## src/rtl/if_stage_pkg.sv

```systemverilog
// if_stage_pkg: constants and types shared by the instruction-fetch stage.
//   - default reset vector
//   - csr_vec_h bit index for instruction-address-misaligned
//   - BOOT/RUN state encodings
//   - stall vector bit index for IF
package if_stage_pkg;

  localparam logic [63:0] IF_RESET_PC_DEF = 64'h0000_0000_8000_0000;
  localparam int          CSR_IAM_BIT     = 0;
  localparam int          STALL_IF_BIT    = 0;

  typedef enum logic {
    ST_BOOT = 1'b0,
    ST_RUN  = 1'b1
  } if_state_t;

  // Instruction-address-misaligned test on a fetch address.
  function automatic logic pc_misaligned(input logic [63:0] a);
    return (a[1:0] != 2'b00);
  endfunction

endpackage

```

## src/rtl/if_redirect_buf.sv

```systemverilog
// if_redirect_buf: remembers a branch that resolves while fetch is stalled.
// Ports:
//   clk, rst_n       clock, async active-low reset
//   run              fetch FSM is in RUN (captures are ignored in BOOT)
//   flush            trap/return redirect, discards any pending branch
//   stall_if         IF stall
//   br_e, br_addr    taken branch and its target
//   pend, pend_addr  pending branch flag and target
module if_redirect_buf
  import if_stage_pkg::*;
(
  input  logic        clk,
  input  logic        rst_n,
  input  logic        run,
  input  logic        flush,
  input  logic        stall_if,
  input  logic        br_e,
  input  logic [63:0] br_addr,
  output logic        pend,
  output logic [63:0] pend_addr
);

  always_ff @(posedge clk or negedge rst_n) begin
    if (!rst_n) begin
      pend      <= 1'b0;
      pend_addr <= 64'd0;
    end else if (run) begin
      if (flush) begin
        pend <= 1'b0;
      end else if (br_e && stall_if) begin
        // a newer branch overwrites an older pending target
        pend      <= 1'b1;
        pend_addr <= br_addr;
      end else if (!stall_if) begin
        // taken directly by the PC, or consumed from the buffer
        pend <= 1'b0;
      end
    end
  end

endmodule

```

## src/rtl/if_stage.sv

```systemverilog
// if_stage: instruction-fetch stage. Owns the PC, drives the instruction
// SRAM read port and hands pc/pc_valid/csr_vec_h to decode.
// Optional build macro: IF_MISALIGN_CHK_EN enables the instruction-address-
// misaligned check (csr_vec_h[0]) and the matching SRAM read suppression.
// Ports:
//   clk, rst_n        clock, async active-low reset
//   flush, new_pc     trap/mret redirect and target
//   stall             pipeline stall vector, bit STALL_IF_BIT used
//   br_e, br_addr     taken branch/jump and target
//   pc_valid, pc      registered fetch address and its valid
//   csr_vec_h         registered fetch exceptions aligned with pc
//   inst_sram_en      SRAM read enable
//   inst_sram_addr    doubleword-aligned SRAM address
//
// state   | meaning
// ST_BOOT | after reset; next edge loads RESET_PC (or flush target)
// ST_RUN  | normal fetch; redirect/stall/increment priority applies
module if_stage
  import if_stage_pkg::*;
#(
  parameter logic [63:0] RESET_PC = IF_RESET_PC_DEF
) (
  input  logic        clk,
  input  logic        rst_n,
  input  logic        flush,
  input  logic [63:0] new_pc,
  input  logic [5:0]  stall,
  input  logic        br_e,
  input  logic [63:0] br_addr,
  output logic        pc_valid,
  output logic [63:0] pc,
  output logic [31:0] csr_vec_h,
  output logic        inst_sram_en,
  output logic [63:0] inst_sram_addr
);

  if_state_t   state, state_nxt;
  logic        stall_if;
  logic        pend;
  logic [63:0] pend_addr;
  logic        pc_ld;
  logic [63:0] pc_nxt;
  logic [31:0] csr_nxt;
  logic        unused_stall;

  assign stall_if     = stall[STALL_IF_BIT];
  assign unused_stall = ^stall;

  if_redirect_buf u_redirect_buf (
    .clk       (clk),
    .rst_n     (rst_n),
    .run       (state == ST_RUN),
    .flush     (flush),
    .stall_if  (stall_if),
    .br_e      (br_e),
    .br_addr   (br_addr),
    .pend      (pend),
    .pend_addr (pend_addr)
  );

  always_ff @(posedge clk or negedge rst_n) begin
    if (!rst_n) state <= ST_BOOT;
    else        state <= state_nxt;
  end

  // BOOT lasts exactly one edge; only reset returns to it.
  always_comb begin
    state_nxt = ST_RUN;
  end

  always_comb begin
    pc_ld  = 1'b0;
    pc_nxt = pc;
    case (state)
      ST_BOOT: begin
        pc_ld  = 1'b1;
        pc_nxt = flush ? new_pc : RESET_PC;
      end
      default: begin
        if (flush) begin
          pc_ld  = 1'b1;
          pc_nxt = new_pc;
        end else if (br_e && !stall_if) begin
          pc_ld  = 1'b1;
          pc_nxt = br_addr;
        end else if (br_e) begin
          pc_ld  = 1'b0;
        end else if (pend && !stall_if) begin
          pc_ld  = 1'b1;
          pc_nxt = pend_addr;
        end else if (stall_if) begin
          pc_ld  = 1'b0;
        end else begin
          pc_ld  = 1'b1;
          pc_nxt = pc + 64'd4;
        end
      end
    endcase
  end

  always_comb begin
    csr_nxt = 32'd0;
`ifdef IF_MISALIGN_CHK_EN
    csr_nxt[CSR_IAM_BIT] = pc_misaligned(pc_nxt);
`endif
  end

  // Holding pc, pc_valid and csr_vec_h together keeps them aligned under stall.
  always_ff @(posedge clk or negedge rst_n) begin
    if (!rst_n) begin
      pc        <= 64'd0;
      pc_valid  <= 1'b0;
      csr_vec_h <= 32'd0;
    end else if (pc_ld) begin
      pc        <= pc_nxt;
      pc_valid  <= 1'b1;
      csr_vec_h <= csr_nxt;
    end
  end

  assign inst_sram_addr = {pc[63:3], 3'b000};
  assign inst_sram_en   = pc_valid & ~csr_vec_h[CSR_IAM_BIT];

endmodule

```

## config.mk

```make
export PLATFORM = sky130hd
export DESIGN_NAME = if_stage
export DESIGN_NICKNAME = d
export VERILOG_FILES = /design/src/rtl/if_stage_pkg.sv /design/src/rtl/if_redirect_buf.sv /design/src/rtl/if_stage.sv
export SDC_FILE = /design/constraint.sdc
export NUM_CORES = 1
export LEC_CHECK = 0
export BUFFER_PORTS_ARGS = -buffer_cell sky130_fd_sc_hd__buf_2
export CAP_MARGIN = 40
export CORE_MARGIN = 5
export CORE_UTILIZATION = 25
export CTS_BUF_LIST = sky130_fd_sc_hd__clkbuf_8
export DETAILED_ROUTE_END_ITERATION = 10
export GPL_TIMING_DRIVEN = 0
export HOLD_SLACK_MARGIN = 0.03
export PLACE_DENSITY = 0.55
export SYNTH_ARGS = -nofsm -noshare
export SYNTH_HDL_FRONTEND = slang
export SYNTH_SLANG_ARGS = --single-unit
export TNS_END_PERCENT = 50
```

## constraint.sdc

```tcl
create_clock -name clk -period 2.6 [get_ports clk]
set_input_delay 0 -clock clk [delete_from_list [all_inputs] [get_ports clk]]
set_output_delay 0 -clock clk [all_outputs]
set_load 0.01 [all_outputs]
```

# Word level (Yosys, flattened, before mapping)
# Index checks and enable logic that the tools add are counted.
# W data, S select, Z words.
[word_totals] ff_bits=131 out_inout_bits=162 wordCells=33
[op_classes] add_sub_neg=1 eq_ne=3 n_mux=16 bitwise=1 reduce_logical=7
[ops] cell="$mux W64" n=7
[ops] cell="$add A64 B3 Y64 const B" n=1
[ops] cell="$mux W1" n=9
[ops] cell="$reduce_and A3 Y1" n=2
[ops] cell="$ne A5 B3 Y1 const B" n=1
[ops] cell="$ne A4 B3 Y1 const B" n=1
[ops] cell="$logic_and A1 B1 Y1" n=3
[ops] cell="$ne A3 B2 Y1 const B" n=1
[ops] cell="$reduce_and A2 Y1" n=1
[ops] cell="$logic_not A1 Y1" n=1
[ops] cell="$not A1 Y1" n=1

# Longest topological paths before layout
[depth] depth_word=8 depth_mapped=8 mapped_depth_nobuf=7

# Modules after synthesis
# Synthesis repeated with hierarchy kept, for this count alone.
[hier_totals] cells_unflattened=904 hier_area_um2=8692.1
[modules_own_cells] mod="if_stage" n_inst=1 cells_each=764 area_per_inst_um2=5963.2 seq_area_each_um2=1651.6
[modules_own_cells] mod="if_redirect_buf" n_inst=1 cells_each=140 area_per_inst_um2=2728.9 seq_area_each_um2=1626.6

# Least setup slack after synthesis
# No wires, ideal clock.
[synth_timing] path_type="register -> register" startpoint="reg pc[4]" endpoint="reg pc[47]" setup_time_ps=127 arrival_ps=2434 path_slack_ps=39 stages_incl_launch_ff=9 path_buffers=2 period_less_slack_ps=2561 cell_sequence="dfrtp_1 nand4_2 or4b_1 buf_2 or4_4 buf_6 o41a_1 nor3_1 o21ai_1"
[synth_via] elab_chain_cells=7
[synth_lines] item="from (decl)" line="if_stage.sv:31" rtl="output logic [63:0] pc,"
[synth_lines] item="from (signal assigned)" line="if_stage.sv:115" rtl="pc <= pc_nxt;"
[synth_lines] item="$add A64 B3 Y64" line="if_stage.sv:95" rtl="pc_nxt = pc + 64'd4;"
[synth_lines] item="$mux W64" line="if_stage.sv:91" rtl="end else if (stall_if) begin"
[synth_lines] item="$mux W64" line="if_stage.sv:88" rtl="end else if (pend && !stall_if) begin"
[synth_lines] item="$mux W64" line="if_stage.sv:86" rtl="end else if (br_e) begin"
[synth_lines] item="$mux W64" line="if_stage.sv:83" rtl="end else if (br_e && !stall_if) begin"
[synth_lines] item="$mux W64" line="if_stage.sv:80" rtl="if (flush) begin"
[synth_lines] item="$mux W64" line="if_stage.sv:74" rtl="case (state)"
# No other way between the ends. The select of a mux whose other input is x is not followed.
# A chain may end at the register's enable or synchronous reset.

# Final worst setup path
[layout_timing] startpoint="in br_e" endpoint="reg pc[27]"
[layout_via] elab_chain_cells=5
[layout_lines] item="from (decl)" line="if_stage.sv:28" rtl="input logic br_e,"
[layout_lines] item="$mux W1 / $logic_and A1 B1 Y1 (equally long branches)" line="if_stage.sv:86, if_stage.sv:83"
[layout_lines] item="$mux W1" line="if_stage.sv:83"
[layout_lines] item="$mux W1" line="if_stage.sv:80"
[layout_lines] item="$mux W1" line="if_stage.sv:74"
[layout_lines] item="$reduce_and A3 Y1 (no line)"
# Parallel ways exist; a longest one is shown, timed or not.

==> summary.txt <==
STA
  • Setup tns final: 0 ns
  • Min cycle time layout: 2.55 ns
  • Final Hold Fails: 0
  • Ratio of final minimum period to clock period: 98.0%
  • Max transition margin: 36.7%
  • Setup violations, final: 0
  • Clock skew: approximately 0.014 ns
  • WHS: 0.103 ns
  • Max Slew Vio Count: 0
  • Fmax: about 390 MHz
  • RSZ-0062 raised after global routing: yes
  • Worst Max-Slew Pin Slew: 0.949 ns

Critical path
  • Worst r2r path cells: 7
  • Crit path arrival time: about 2.9 ns
  • RR Endpoint: pc[47]
  • Crit path cell chain: clkbuf_1, clkbuf_1, buf_1, nor2_1, nand3_1, o21ai_0, a21oi_1, dlygate4sd3_1, o21ai_0
  • WP buf/inv: 4
  • Max incr delay on CP: between 0.7 and 0.8 ns
  • Worst R2R Start: pc[15]
  • Max stage delay cell, worst path: buf_1
  • Crit-path max FO: 10
  • Startpoint Class: primary input
  • R2R Setup Slk: around 0.060 ns
  • Worst endpoint required time: 2.94 ns
  • WS Path Type: primary input to register
  • Endpoint class of the critical path: register
  • Cell family contributing the most delay on the critical path: buffers and inverters

Power
  • Final Power: 6.31 mW
  • PwrDens: between 500 and 600 nW/um^2
  • Logic pwr share: 26.6%
  • Leak: about 5.6 nW
  • Clock network fraction of total power: 31.1%
  • Reg power frac: 42.3%
  • Internal cell power: about 4.3 mW
  • NetSw: 2.02 mW
  • Peak supply drop: 337 uV
  • Net Sw Frac: 32.0%

Outcome
  • Status: complete, no violations

Layout
  • Commonest non-fill, non-tap cell in the layout: buf_2
  • Final core utilization: a little under two fifths
  • Most frequent cells in the layout: 258 x buf_2, 130 x dlygate4sd3_1, 119 x buf_4
  • Layout overhead on the synthesized area: 48.0%
  • Final instance area: between 10000 and 15000 um^2
  • Share of post-route cells with drive strength above 1: 37.0%
  • Final nets: 1544

Placed design
  • # port buffers: 258
  • Instance area at placement: 10500 um^2
  • GP Congestion: 0.895
  • HPWL Detailed: between 20000 and 30000 um

GRT
  • Largest net degree at the start of global routing: 79
  • Total gr overflow: 0
  • First-pass GRT wire length: approximately 60000 um
  • Vias in the first global route: 9282
  • Initial antenna violation count: 2
  • GR Util All Layers: 20.6%

Clock network
  • Number of clock sinks: 131
  • Insertion delay to the later sink of the worst-skew pair: roughly 0.47 ns
  • H-tree depth: 4
  • Clk root buf: clkbuf_8
  • Clock buffer count from CTS: 17
  • CTS clk-pin slew, worst paths: 0.07 ns
  • CTS tree: built
  • CTS Buffer Depth: 2

Route
  • Initial DRC Count: 1010
  • Pre-Repair DR Iteration Count: 6
  • Vias per std cell: 5.11
  • Via count: 9544
  • Final antenna-violating net count: 0
  • WL final: 40200 um
  • # DRC: 0
  • Drt wl/cell: between 20 and 25 um

Hold path
  • Hold-critical path endpoint: pc[19]
  • Hold Path Class: primary input to register
  • Hold path depth: 4
  • Worst hold start: br_e

Synthesis
  • Number of flops mapped to enable cells by yosys: 0
  • Netlist cell types: 62
  • Yosys warning count: 0
  • Sequential-to-total area share from yosys stat: 38.9%
  • Synthesized area per cell: 8.94 um^2
  • Cells after Synth: 943
  • Post-synthesis register bit count: 131
  • Dominant synthesized flop cell: dfrtp_1
  • Asr flop ratio synth: 100%
  • Synthesized area: 8430 um^2

Floorplan
  • Full die area: 37500 um^2
  • Placeable Area: 33400 um^2
  • Io pins: 300
  • Row Count: 67
  • Initial core utilization: between 20% and 30%
  • Chip width: 194 um
  • DIE HEIGHT: 194 um

Flow run
  • Max Cap Viol: 0
cells in the mapped netlist (9+ instances only):
cell | n | share of area, %
nor3_1 | 28 | 1.7
nor4_1 | 23 | 1.7
inv_1 | 15 | 0.67
a21oi_1 | 46 | 2.7
nand3_1 | 28 | 1.7
nand2_1 | 97 | 4.3
o21ai_0 | 60 | 3.6
nor2_1 | 50 | 2.2
buf_4 | 97 | 8.6
xnor2_1 | 12 | 1.2
mux2_2 | 64 | 8.6
o31a_1 | 14 | 1.5
o21ai_1 | 17 | 1.0
nand4_1 | 13 | 0.97
a221oi_1 | 11 | 1.1
o221ai_1 | 15 | 1.6
or3_1 | 9 | 0.67
dfrtp_1 | 131 | 39
xor2_1 | 11 | 1.1
a22oi_1 | 35 | 3.1
clkbuf_1 | 52 | 2.3
sequential cells by signal (all words and copies together) (netlist names):
register                  cells
state                         1
u_redirect_buf.pend_addr     64
pc_valid                      1
pc                           64
u_redirect_buf.pend           1
worst min-delay path: stages:
cell and delay (ns):
clkbuf_1 0.25, nor2_1 0.13, nand2_1 0.08, a21oi_1 0.06
how the worst max path moves through the flow:
stage | startpoint | endpoint | slack, ns | cells past startpoint
2_1_floorplan | pc[4] | pc[47] | 0.04 | 8
3_3_place_gp | pc[8] | pc[54] | -0.69 | 8
3_5_place_dp | pc[8] | pc[54] | -0.65 | 8
4_1_cts | pc[5] | pc[49] | 0.004 | 8
5_1_grt | pc[6] | pc[47] | -0.02 | 7
6_report | br_e | pc[27] | 0.05 | 9
logic make-up after synthesis:
logic type      count (synthesis)  share of synthesized area (%)
simple gates                  282                           16.3
compound gates                261                           20.8
buf+inv                       173                           12.2
flops                         131                           38.9
mux                            70                           9.27
xor+xnor                       23                           2.39
other cells                     2                         0.0891
fa+ha+maj                       1                          0.148
timing repair:
action                                  CTS  global route
hold buffers                            130             0
endpoints found under the hold margin   204             0
endpoints found under the setup margin   67            31
gates cloned                              0             0
gates resized for setup                  31            27
buffers inserted                          9            11
pin swaps                                 3             5
power by group through the flow:
| stage | combinational (mW) | sequential [mW] | clock, mW |
|---|---|---|---|
| 2_1_floorplan | 0.841 | 2.63 | 0 |
| 3_3_place_gp | 1.42 | 2.68 | 0 |
| 3_5_place_dp | 1.45 | 2.70 | 0 |
| 4_1_cts | 1.65 | 2.66 | 1.99 |
| 5_1_grt | 1.82 | 2.71 | 2.08 |
| 6_report | 1.68 | 2.67 | 1.96 |
per-layer routing:
layer | GRT usage [%] | share of wire (%) | vias to the layer above
met5 | 0 | 0.050 | -
met3 | 4.35 | 8.2 | 60
li1 | - | - | 4313
met4 | 6.37 | 2.7 | 2
met2 | 33.5 | 47 | 499
met1 | 27.7 | 42 | 4670
per-stage QoR:
stage | worst slack (ns) | instances
final | 0.0525 | 1869
after global routing | -0.0215 | 1867
after CTS | 0.00377 | 1856
after detailed placement | -0.645 | 1686
after global placement | -0.688 | 1683
after floorplan | 0.0393 | 977
final cells by class:
cell class              instances  area (um^2)
clock inverters                13          166
plain buffers                 154          973
inverters                      17         63.8
fillers                      3517        20900
clock buffers                  19          262
well taps                     448          561
repair buffers                411         2790
multi-input cells             673         4340
diodes                          3         7.51
flip-flops and latches        131         3300
(Power assumes the default switching activity.)
